--- src/rtl/float_pkg.sv ---
// Shared widths, significand bit positions, constants and controller states
// for the sequential single-precision adder.
package float_pkg;

    localparam int unsigned EXP_W   = 8;
    localparam int unsigned FRAC_W  = 23;
    localparam int unsigned SIG_W   = 28;
    localparam int unsigned IEXP_W  = 10;

    localparam int unsigned BIT_S      = 0;
    localparam int unsigned BIT_R      = 1;
    localparam int unsigned BIT_G      = 2;
    localparam int unsigned BIT_L      = 3;
    localparam int unsigned BIT_HIDDEN = 26;
    localparam int unsigned BIT_CARRY  = 27;

    localparam logic [31:0]      QNAN    = 32'h7FC0_0000;
    localparam logic [EXP_W-1:0] EXP_MAX = 8'd255;

    typedef enum logic [2:0] {
        ST_IDLE,
        ST_ALIGN,
        ST_ADD,
        ST_NORM,
        ST_ROUND,
        ST_SPECIAL,
        ST_PACK
    } state_e;

endpackage

--- src/rtl/float_special_case.sv ---
// Classifies an operand pair (NaN/inf/zero) and produces the result that
// bypasses the significand datapath. Exp=0 operands count as signed zero.
module float_special_case
    import float_pkg::*;
(
    input  logic [31:0] a_i,
    input  logic [31:0] b_i,
    output logic        is_special_o,
    output logic [31:0] result_o
);

    logic [EXP_W-1:0] ea, eb;
    logic a_nan, b_nan, a_inf, b_inf, a_zero, b_zero;

    assign ea     = a_i[30:23];
    assign eb     = b_i[30:23];
    assign a_nan  = (&ea) && (|a_i[FRAC_W-1:0]);
    assign b_nan  = (&eb) && (|b_i[FRAC_W-1:0]);
    assign a_inf  = (&ea) && !(|a_i[FRAC_W-1:0]);
    assign b_inf  = (&eb) && !(|b_i[FRAC_W-1:0]);
    assign a_zero = (ea == '0);
    assign b_zero = (eb == '0);

    always_comb begin
        is_special_o = (&ea) | (&eb) | a_zero | b_zero;
        result_o     = a_i;
        if (a_nan || b_nan || (a_inf && b_inf && (a_i[31] != b_i[31]))) begin
            result_o = QNAN;
        end else if (a_inf) begin
            result_o = a_i;
        end else if (b_inf) begin
            result_o = b_i;
        end else if (a_zero && b_zero) begin
            result_o = {a_i[31] & b_i[31], 31'd0};
        end else if (a_zero) begin
            result_o = b_i;
        end
    end

endmodule

--- src/rtl/float_add_seq.sv ---
// Multi-cycle IEEE-754 single adder/subtractor: a controller FSM sequencing
// one shared significand datapath through align, add, normalize and round.
module float_add_seq
    import float_pkg::*;
#(
    parameter int unsigned ALIGN_CAP = 26
) (
    input  logic        clk,
    input  logic        rst_n,
    input  logic        start,
    input  logic [31:0] a,
    input  logic [31:0] b,
    input  logic        op_sub,
    output logic        busy,
    output logic        done,
    output logic [31:0] result,
    output logic        overflow,
    output logic        underflow
);

    localparam logic [EXP_W-1:0] ALIGN_CAP_E = EXP_W'(ALIGN_CAP);

    state_e             state_q, state_d;
    logic               sign_q, sign_d;
    logic [IEXP_W-1:0]  exp_q, exp_d;
    logic [SIG_W-1:0]   sig_q, sig_d;
    logic [SIG_W-1:0]   sigy_q, sigy_d;
    logic [EXP_W-1:0]   d_q, d_d;
    logic               eff_sub_q, eff_sub_d;
    logic               spec_q, spec_d;
    logic [31:0]        spec_res_q, spec_res_d;
    logic               busy_q, busy_d;
    logic               done_q, done_d;
    logic [31:0]        result_q, result_d;
    logic               ovf_q, ovf_d;
    logic               unf_q, unf_d;

    logic [31:0]        b_eff, x_op, y_op, spec_res_c;
    logic               is_special_c, a_big_c, round_up_c;
    logic [EXP_W-1:0]   exp_diff_c;
    logic [SIG_W-1:0]   sum_c, rnd_c;

    assign b_eff      = {b[31] ^ op_sub, b[30:0]};
    assign a_big_c    = (a[30:0] >= b_eff[30:0]);
    assign x_op       = a_big_c ? a : b_eff;
    assign y_op       = a_big_c ? b_eff : a;
    assign exp_diff_c = x_op[30:23] - y_op[30:23];
    assign sum_c      = eff_sub_q ? (sig_q - sigy_q) : (sig_q + sigy_q);
    assign rnd_c      = sig_q + SIG_W'(8);
    assign round_up_c = sig_q[BIT_G] & (sig_q[BIT_L] | sig_q[BIT_R] | sig_q[BIT_S]);

    float_special_case u_special (
        .a_i          (a),
        .b_i          (b_eff),
        .is_special_o (is_special_c),
        .result_o     (spec_res_c)
    );

    always_comb begin
        state_d    = state_q;
        sign_d     = sign_q;
        exp_d      = exp_q;
        sig_d      = sig_q;
        sigy_d     = sigy_q;
        d_d        = d_q;
        eff_sub_d  = eff_sub_q;
        spec_d     = spec_q;
        spec_res_d = spec_res_q;
        busy_d     = busy_q;
        done_d     = 1'b0;
        result_d   = result_q;
        ovf_d      = ovf_q;
        unf_d      = unf_q;

        case (state_q)
            ST_IDLE: begin
                if (start) begin
                    busy_d     = 1'b1;
                    ovf_d      = 1'b0;
                    unf_d      = 1'b0;
                    spec_d     = is_special_c;
                    spec_res_d = spec_res_c;
                    sign_d     = x_op[31];
                    exp_d      = IEXP_W'(x_op[30:23]);
                    sig_d      = {2'b01, x_op[FRAC_W-1:0], 3'b000};
                    sigy_d     = {2'b01, y_op[FRAC_W-1:0], 3'b000};
                    d_d        = exp_diff_c;
                    eff_sub_d  = x_op[31] ^ y_op[31];
                    if (is_special_c)            state_d = ST_SPECIAL;
                    else if (exp_diff_c == '0)   state_d = ST_ADD;
                    else                         state_d = ST_ALIGN;
                end
            end
            ST_ALIGN: begin
                // Far-apart operands only ever contribute sticky.
                if (d_q > ALIGN_CAP_E) begin
                    sigy_d  = SIG_W'(1);
                    d_d     = '0;
                    state_d = ST_ADD;
                end else begin
                    sigy_d = {1'b0, sigy_q[SIG_W-1:2], sigy_q[1] | sigy_q[0]};
                    d_d    = d_q - EXP_W'(1);
                    if (d_q == EXP_W'(1)) state_d = ST_ADD;
                end
            end
            ST_ADD: begin
                if (sum_c == '0) begin
                    sign_d  = 1'b0;
                    exp_d   = '0;
                    sig_d   = '0;
                    state_d = ST_PACK;
                end else begin
                    sig_d   = sum_c;
                    state_d = ST_NORM;
                end
            end
            ST_NORM: begin
                if (sig_q[BIT_CARRY]) begin
                    sig_d   = {1'b0, sig_q[SIG_W-1:2], sig_q[1] | sig_q[0]};
                    exp_d   = exp_q + IEXP_W'(1);
                    state_d = ST_ROUND;
                end else if (!sig_q[BIT_HIDDEN]) begin
                    if (exp_q == IEXP_W'(1)) begin
                        sig_d   = '0;
                        exp_d   = '0;
                        unf_d   = 1'b1;
                        state_d = ST_PACK;
                    end else begin
                        sig_d = {sig_q[SIG_W-2:0], 1'b0};
                        exp_d = exp_q - IEXP_W'(1);
                    end
                end else begin
                    state_d = ST_ROUND;
                end
            end
            ST_ROUND: begin
                // A rounding carry needs exactly one more right shift.
                if (round_up_c) sig_d = rnd_c;
                state_d = (round_up_c && rnd_c[BIT_CARRY]) ? ST_NORM : ST_PACK;
            end
            ST_SPECIAL: begin
                state_d = ST_PACK;
            end
            ST_PACK: begin
                if (spec_q) begin
                    result_d = spec_res_q;
                end else if (exp_q >= IEXP_W'(EXP_MAX)) begin
                    result_d = {sign_q, EXP_MAX, FRAC_W'(0)};
                    ovf_d    = 1'b1;
                end else begin
                    result_d = {sign_q, exp_q[EXP_W-1:0], sig_q[25:3]};
                end
                done_d  = 1'b1;
                busy_d  = 1'b0;
                state_d = ST_IDLE;
            end
            default: state_d = ST_IDLE;
        endcase
    end

    always_ff @(posedge clk) begin
        if (!rst_n) begin
            state_q    <= ST_IDLE;
            sign_q     <= 1'b0;
            exp_q      <= '0;
            sig_q      <= '0;
            sigy_q     <= '0;
            d_q        <= '0;
            eff_sub_q  <= 1'b0;
            spec_q     <= 1'b0;
            spec_res_q <= '0;
            busy_q     <= 1'b0;
            done_q     <= 1'b0;
            result_q   <= '0;
            ovf_q      <= 1'b0;
            unf_q      <= 1'b0;
        end else begin
            state_q    <= state_d;
            sign_q     <= sign_d;
            exp_q      <= exp_d;
            sig_q      <= sig_d;
            sigy_q     <= sigy_d;
            d_q        <= d_d;
            eff_sub_q  <= eff_sub_d;
            spec_q     <= spec_d;
            spec_res_q <= spec_res_d;
            busy_q     <= busy_d;
            done_q     <= done_d;
            result_q   <= result_d;
            ovf_q      <= ovf_d;
            unf_q      <= unf_d;
        end
    end

    assign busy      = busy_q;
    assign done      = done_q;
    assign result    = result_q;
    assign overflow  = ovf_q;
    assign underflow = unf_q;

endmodule

--- config.mk ---
export PLATFORM = sky130hd
export DESIGN_NAME = float_add_seq
export DESIGN_NICKNAME = d
export VERILOG_FILES = /design/src/rtl/float_pkg.sv /design/src/rtl/float_special_case.sv /design/src/rtl/float_add_seq.sv
export SDC_FILE = /design/constraint.sdc
export NUM_CORES = 1
export LEC_CHECK = 0
export ABC_AREA = 1
export ABC_CLOCK_PERIOD_IN_PS = 9300
export CAP_MARGIN = 20
export CORE_UTILIZATION = 35
export CTS_BUF_LIST = sky130_fd_sc_hd__clkbuf_2
export CTS_CLUSTER_SIZE = 16
export DETAILED_ROUTE_END_ITERATION = 12
export PLACE_DENSITY = 0.6
export SLEW_MARGIN = 10
export SYNTH_ARGS = -nofsm -noshare
export SYNTH_HDL_FRONTEND = slang
export SYNTH_HIERARCHICAL = 1
export SYNTH_SLANG_ARGS = --single-unit
--- constraint.sdc ---
create_clock -name clk -period 9.3 [get_ports clk]
set_clock_uncertainty 0.15 [all_clocks]
set_input_delay 1.86 -clock clk [delete_from_list [all_inputs] [get_ports clk]]
set_output_delay 1.86 -clock clk [all_outputs]
set_load 0.03 [all_outputs]
==> results.py, run 1 <==
metrics = {
    "status": {
        "status": "completed",
    },
    "global_routing": {
        "grt_pass1_wl_mm": 76.37,
        "grtUsageTotal_pct": 27.12,
        "grt_max_degree": 94,
        "grt_pass1_vias": 13345,
        "grt-ovfl-total": 0,
        "grt_antenna_before_repair": 1,
    },
    "power_and_ir_drop": {
        "p_per_area_mw_per_mm2": 301.0,
        "peakVddDrop_uv": 158.0,
        "total_power_mw": 4.277,
        "leakage_nw": 6.248,
    },
    "min_path": {
        "min_to": "spec_res_q[23]",
        "hold_path_class": "reg2reg",
        "hold_start": "spec_res_q[23]",
        "hold_depth": 2,
    },
    "drt": {
        "wl_per_cell_um": 19.40,
        "drc": 0,
        "vias": 14398,
        "wl_mm": 49.65,
        "drtAntennaViolNets": 0,
        "avgViaCountPerCell": 5.626,
        "dr.pass1.iters": 7,
        "drtIter0Drc": 1124,
    },
    "synth": {
        "synth_top_cell_by_area": "dfxtp_1",
        "synth_edf_count": 0,
        "synth_seq_cells": 147,
        "yosys.area.top_type_share_pct": 23.32,
        "synth_flop_cell": "dfxtp_1",
        "async_flop_share_pct": 0,
        "ys_warn_count": 6,
        "syn_area_per_cell_um2": 6.168,
        "synth.yosys.seq_area_share_pct": 23.32,
        "synthesis.area_mm2": 0.01262,
        "ys_types": 59,
        "synth_top_cells_by_area": "dfxtp_1, nand2_1, o21ai_0",
        "syn-num-nets": 2183,
        "netlist_instances": 2046,
    },
    "placed_design": {
        "placedCellCount": 2526,
        "hpwlAfterDp_mm": 38.83,
        "place_ws_ns": 2.825,
        "gp_congestion": 1.044,
        "portBuffers": 103,
    },
    "critical_path": {
        "reg2reg_slack_ns": 3.65,
        "reg2reg_to": "exp_q[6]",
        "cp.buffers_inverters": 3,
        "cpPeakStageDelay_ns": 0.44,
        "cp_top_family": "compound AO/OA/AOI/OAI gates",
        "worst_path_max_delay_cell": "dfxtp_1",
        "arrival_ns": 6.25,
        "critPathKind": "reg2reg",
        "start_kind": "flop",
        "endpoint_kind": "flop",
        "crit_fanout": 19,
        "reg2regPathDepth": 27,
        "r2r-start": "sigy_q[0]",
        "crit_required_ns": 9.90,
    },
    "floorplan": {
        "die_area_mm2": 0.03682,
        "core_area_mm2": 0.03548,
        "rows": 69,
        "initial_utilization_pct": 35.57,
        "num_io_pins": 104,
        "dieHeight_um": 191.9,
        "die_w_um": 191.9,
    },
    "sta": {
        "grt_setup_unrepaired": "false",
        "finalHoldViolCount": 0,
        "tns_ns": 0,
        "maxSlewViolCount": 0,
        "fin_crit_ns": 5.654,
        "max_slew.worst_pin.slew_ns": 1.111,
        "slew_headroom_pct": 25.69,
        "final_min_period_over_clock_period_pct": 60.79,
        "setup_viol": 0,
        "worst_slack_ns": 3.646,
        "timing.fmax_mhz": 176.9,
    },
    "cts": {
        "root_buffer": "clkbuf_2",
        "clk_pin_slew_ns": 0.31,
        "clock_sinks": 147,
        "cts_buffer_depth": 2,
        "htree_levels": 4,
        "numCtsBuffers": 17,
        "clk_latency_ns": 0.81,
        "post_cts_buffers": 0,
        "cts.repair.resized": 0,
        "cts_hold_buf": 0,
        "cts_tree": "yes",
    },
    "cells_and_area": {
        "area_growth_pct": 12.61,
        "fin_cells": 2559,
        "layout.nets": 2221,
        "fin_util_pct": 40.05,
        "drive_above_1_share_pct": 4.673,
        "multiInputGateArea_mm2": 0.008308,
        "final.fill_count": 3883,
        "ff_latch_area_mm2": 0.002943,
    },
    "run": {
        "drv_cap": 0,
    },
}
how the worst max path moves through the flow:
stage	start	endpoint	slack, ns	cells after the start
6_report	sigy_q[0]	exp_q[6]	3.65	27
5_1_grt	sigy_q[0]	exp_q[4]	3.21	27
4_1_cts	sigy_q[0]	exp_q[6]	3.72	27
3_5_place_dp	b[26]	exp_q[4]	2.82	15
3_3_place_gp	b[26]	exp_q[4]	2.87	15
2_1_floorplan	sigy_q[0]	exp_q[2]	5.02	28
synthesized netlist by cell type, drive strengths merged, types with 21 or more instances:
cell     count
nand2      388
nor3        21
dfxtp      147
nand3      109
nor2       282
buf         23
xnor2       23
xor2        41
a21oi      178
a31oi       34
ha          68
o2111ai     39
o211ai      21
clkbuf      80
o21ai      225
nand4       28
inv        245
layout by cell type, fill, tap and decap left out, drive strengths merged, types with 2 or more instances in the layout:
cell type / instances
a31oi: 34
a221oi: 10
nor4: 8
buf: 20
a21oi: 178
o21a: 2
ha: 68
dfxtp: 147
o22ai: 7
a211oi: 6
o31ai: 2
nor3: 21
inv: 252
o221ai: 15
nand4: 28
or2: 13
nor2: 282
a221o: 2
xnor2: 23
o2111ai: 39
clkinv: 13
clkdlybuf4s50: 102
a21o: 5
nand2: 388
o211ai: 21
xor2: 41
nand3b: 5
o21ai: 225
o21bai: 3
nand3: 109
clkbuf: 17
flip-flops by register name, indices dropped and copies added (netlist names):
| signal | flops |
|---|---|
| overflow | 1 |
| busy | 1 |
| sigy_q | 27 |
| state_q | 3 |
| d_q | 8 |
| sig_q | 28 |
| spec_q | 1 |
| result | 32 |
| underflow | 1 |
| done | 1 |
| spec_res_q | 32 |
| exp_q | 10 |
| sign_q | 1 |
| eff_sub_q | 1 |
layout make-up:
type | instances | area share [%]
clock inverters | 15 | 1.312
inverters | 250 | 6.603
flip-flops and latches | 147 | 20.71
well taps | 461 | 4.059
clock buffers | 17 | 0.5987
repair buffers | 122 | 8.241
diodes | 1 | 0.01761
multi-input cells | 1546 | 58.46
tightest hold or removal path: stages (launching register included):
cell and delay, ns:
dfxtp_1 0.37, inv_1 0.06, a21oi_1 0.06
where the power goes:
part / total (mW) / leakage (nW) / internal (mW) / switching, mW
clock: 0.408 / 0.158 / 0.0958 / 0.312
sequential: 1.10 / 1.21 / 0.801 / 0.299
combinational: 2.77 / 4.88 / 0.933 / 1.84
total: 4.28 / 6.25 / 1.83 / 2.45
kinds of logic (layout without fill, tap and decap cells):
| kind of cell | Yosys count | count (layout) | share of synthesized area (%) |
|---|---|---|---|
| DFF | 147 | 147 | 23.32 |
| buffers and inverters | 353 | 404 | 10.99 |
| xor gates and xnor gates | 64 | 64 | 4.442 |
| AOI/OAI and AO/OA | 557 | 557 | 25.79 |
| other | 0 | 1 | 0 |
| adders and majority gates | 69 | 69 | 6.901 |
| and+or+nand+nor | 856 | 856 | 28.56 |
routing by layer:
metal  GRT usage, %  wire length [µm]  up-vias
li1               -                 -     7004
met1          33.95             21060     6755
met2          46.24             23450      534
met3          3.380              2889      105
met4          12.15              2249        0
met5              0                 0        -
stage by stage:
step / hold WS (ns) / area, µm²
after CTS: 0.3258 / 14210
after floorplan: 0.2792 / 12620
after detailed placement: 0.2982 / 13940
after global routing: 0.3579 / 14210
after global placement: 0.2914 / 13940
final: 0.3259 / 14210
Note: power is estimated with default switching activity, not from simulation.
==> run 2, diff against run 1 <==
--- a/config.mk
+++ b/config.mk
@@ -6,7 +6,7 @@
 export NUM_CORES = 1
 export LEC_CHECK = 0
 export ABC_AREA = 1
-export ABC_CLOCK_PERIOD_IN_PS = 9300
+export ABC_CLOCK_PERIOD_IN_PS = 5300
 export CAP_MARGIN = 20
 export CORE_UTILIZATION = 35
 export CTS_BUF_LIST = sky130_fd_sc_hd__clkbuf_2
==> constraint.sdc (replaced) <==
create_clock -name clk -period 5.3 [get_ports clk]
set_clock_uncertainty 0.15 [all_clocks]
set_input_delay 1.06 -clock clk [delete_from_list [all_inputs] [get_ports clk]]
set_output_delay 1.06 -clock clk [all_outputs]
set_load 0.03 [all_outputs]
==> run 2 against run 1 <==
Die area is the same. First-iteration DRC count up 7.0%. Utilization increased by 0.45 points. Sequential power up 71%. Highest routed layer unchanged. Critical endpoint is now exp_q[9].
==> results.py, run 2 (synthesis gave the netlist of run 1 again) <==
metrics = {
    "status": {
        "status": "completed",
    },
    "min_path": {
        "hold_path_class": "reg2reg",
    },
    "cells_and_area": {
        "area_growth_pct": 13.87,
        "final_cell_mix": "nand2_1, nor2_1, inv_1",
        "drive_above_1_share_pct": 5.577,
        "multiInputGateArea_mm2": 0.008330,
        "ff_latch_area_mm2": 0.002943,
        "final.fill_count": 3833,
        "layout.nets": 2242,
        "final_common_cell": "nand2_1",
    },
    "cts": {
        "root_buffer": "clkbuf_2",
        "htree_levels": 4,
        "cts_buffer_depth": 2,
        "cts_tree": "yes",
        "cts_hold_buf": 0,
        "numCtsBuffers": 17,
        "clk_latency_ns": 0.82,
        "clk_pin_slew_ns": 0.25,
        "clock_sinks": 147,
        "post_cts_buffers": 0,
    },
    "placed_design": {
        "hpwlAfterDp_mm": 38.78,
        "portBuffers": 103,
        "gp_congestion": 0.9650,
    },
    "global_routing": {
        "grt_antenna_before_repair": 2,
        "grt-ovfl-total": 0,
        "grt_max_degree": 102,
        "grt_pass1_wl_mm": 76.36,
        "grtUsageTotal_pct": 27.04,
        "grt_pass1_vias": 13616,
    },
    "floorplan": {
        "die_area_mm2": 0.03682,
        "die_w_um": 191.9,
        "core_area_mm2": 0.03548,
        "num_io_pins": 104,
        "dieHeight_um": 191.9,
        "initial_utilization_pct": 35.57,
        "rows": 69,
    },
    "drt": {
        "wl_per_cell_um": 18.92,
        "drc": 0,
        "avgViaCountPerCell": 5.522,
        "wl_mm": 48.80,
        "vias": 14240,
        "drtAntennaViolNets": 0,
        "drtIter0Drc": 1203,
        "dr.pass1.iters": 8,
    },
    "critical_path": {
        "crit_fanout": 19,
        "critPathKind": "reg2reg",
        "cpPeakStageDelay_ns": 0.43,
        "endpoint_kind": "flop",
        "start_kind": "flop",
        "arrival_ns": 5.39,
        "crit_required_ns": 5.88,
        "worst_path_max_delay_cell": "nor4_1",
    },
    "sta": {
        "slew_headroom_pct": 28.84,
        "setup_viol": 0,
        "timing.fmax_mhz": 208.0,
        "grt_setup_unrepaired": "false",
        "max_slew.worst_pin.slew_ns": 1.066,
        "tns_ns": 0,
        "maxSlewViolCount": 0,
        "hold_slack_ns": 0.3249,
        "fin_crit_ns": 4.808,
        "final_min_period_over_clock_period_pct": 90.72,
        "finalHoldViolCount": 0,
    },
    "power_and_ir_drop": {
        "p_per_area_mw_per_mm2": 521.2,
        "peakVddDrop_uv": 329.7,
        "leakage_nw": 6.339,
    },
    "run": {
        "drv_cap": 0,
    },
}
## run 2: path summary, 6_finish.rpt
path | start | endpoint | slack [ns] | depth (start not counted)
worst max-delay path | sigy_q[0] | exp_q[9] | 0.49 | 26
worst max register to register | sigy_q[0] | exp_q[9] | 0.49 | 26
worst min register to register | spec_res_q[25] | spec_res_q[25] | 0.32 | 2
worst min-delay path | spec_res_q[25] | spec_res_q[25] | 0.32 | 2
## run 2: power by group
part | leakage [nW] | switching (mW) | internal [mW]
Combinational | 4.99 | 3.22 | 1.69
Sequential | 1.21 | 0.473 | 1.40
Clock | 0.141 | 0.478 | 0.224
Total | 6.34 | 4.17 | 3.32
## run 2: per-stage QoR
step / power, mW / setup WS, ns / utilization, % / instances / cell area (µm²)
after global routing: 8.197 / 0.04533 / 40.50 / 2579 / 14370
after floorplan: 5.284 / 1.020 / - / 2046 / 12620
final: 7.490 / 0.4919 / 40.50 / 2579 / 14370
after global placement: 6.678 / 0.4153 / 39.77 / 2547 / 14110
after CTS: 7.428 / 0.2678 / 40.43 / 2577 / 14350
after detailed placement: 6.709 / 0.3303 / 39.77 / 2547 / 14110
## run 2: area by class of cell
| type | count | area share [%] |
|---|---|---|
| flip-flops and latches | 147 | 20.48 |
| well taps | 461 | 4.014 |
| clock buffers | 17 | 0.5921 |
| repair buffers | 143 | 9.334 |
| multi-input cells | 1546 | 57.97 |
| clock inverters | 13 | 1.045 |
| diodes | 2 | 0.03483 |
| inverters | 250 | 6.530 |
## run 2: metal layers
layer  wire, µm  vias to the layer above  GRT usage [%]  part of all wire (%)
li1           -                     7041              -                     -
met1      20750                     6671          33.10                    43
met2      23420                      447          46.81                    48
met3       2307                       81          2.814                   4.7
met4       2322                        0          13.55                   4.8
met5          0                        -              0                     0
## run 2: repair_timing
| action | in CTS | in global routing |
|---|---|---|
| endpoints found under the hold margin | 0 | 0 |
| gates resized for setup | 0 | 3 |
| setup endpoints to repair | 0 | 13 |
## run 2: critical path: cells and delay by family (launching register included)
| family | cells | cell delay, ns |
|---|---|---|
| AOI/OAI and AO/OA | 5 | 0.97 |
| buffers and inverters | 4 | 0.37 |
| DFF | 1 | 0.40 |
| and+or+nand+nor | 13 | 2.02 |
| adders and majority gates | 2 | 0.51 |
| xor gates and xnor gates | 2 | 0.30 |
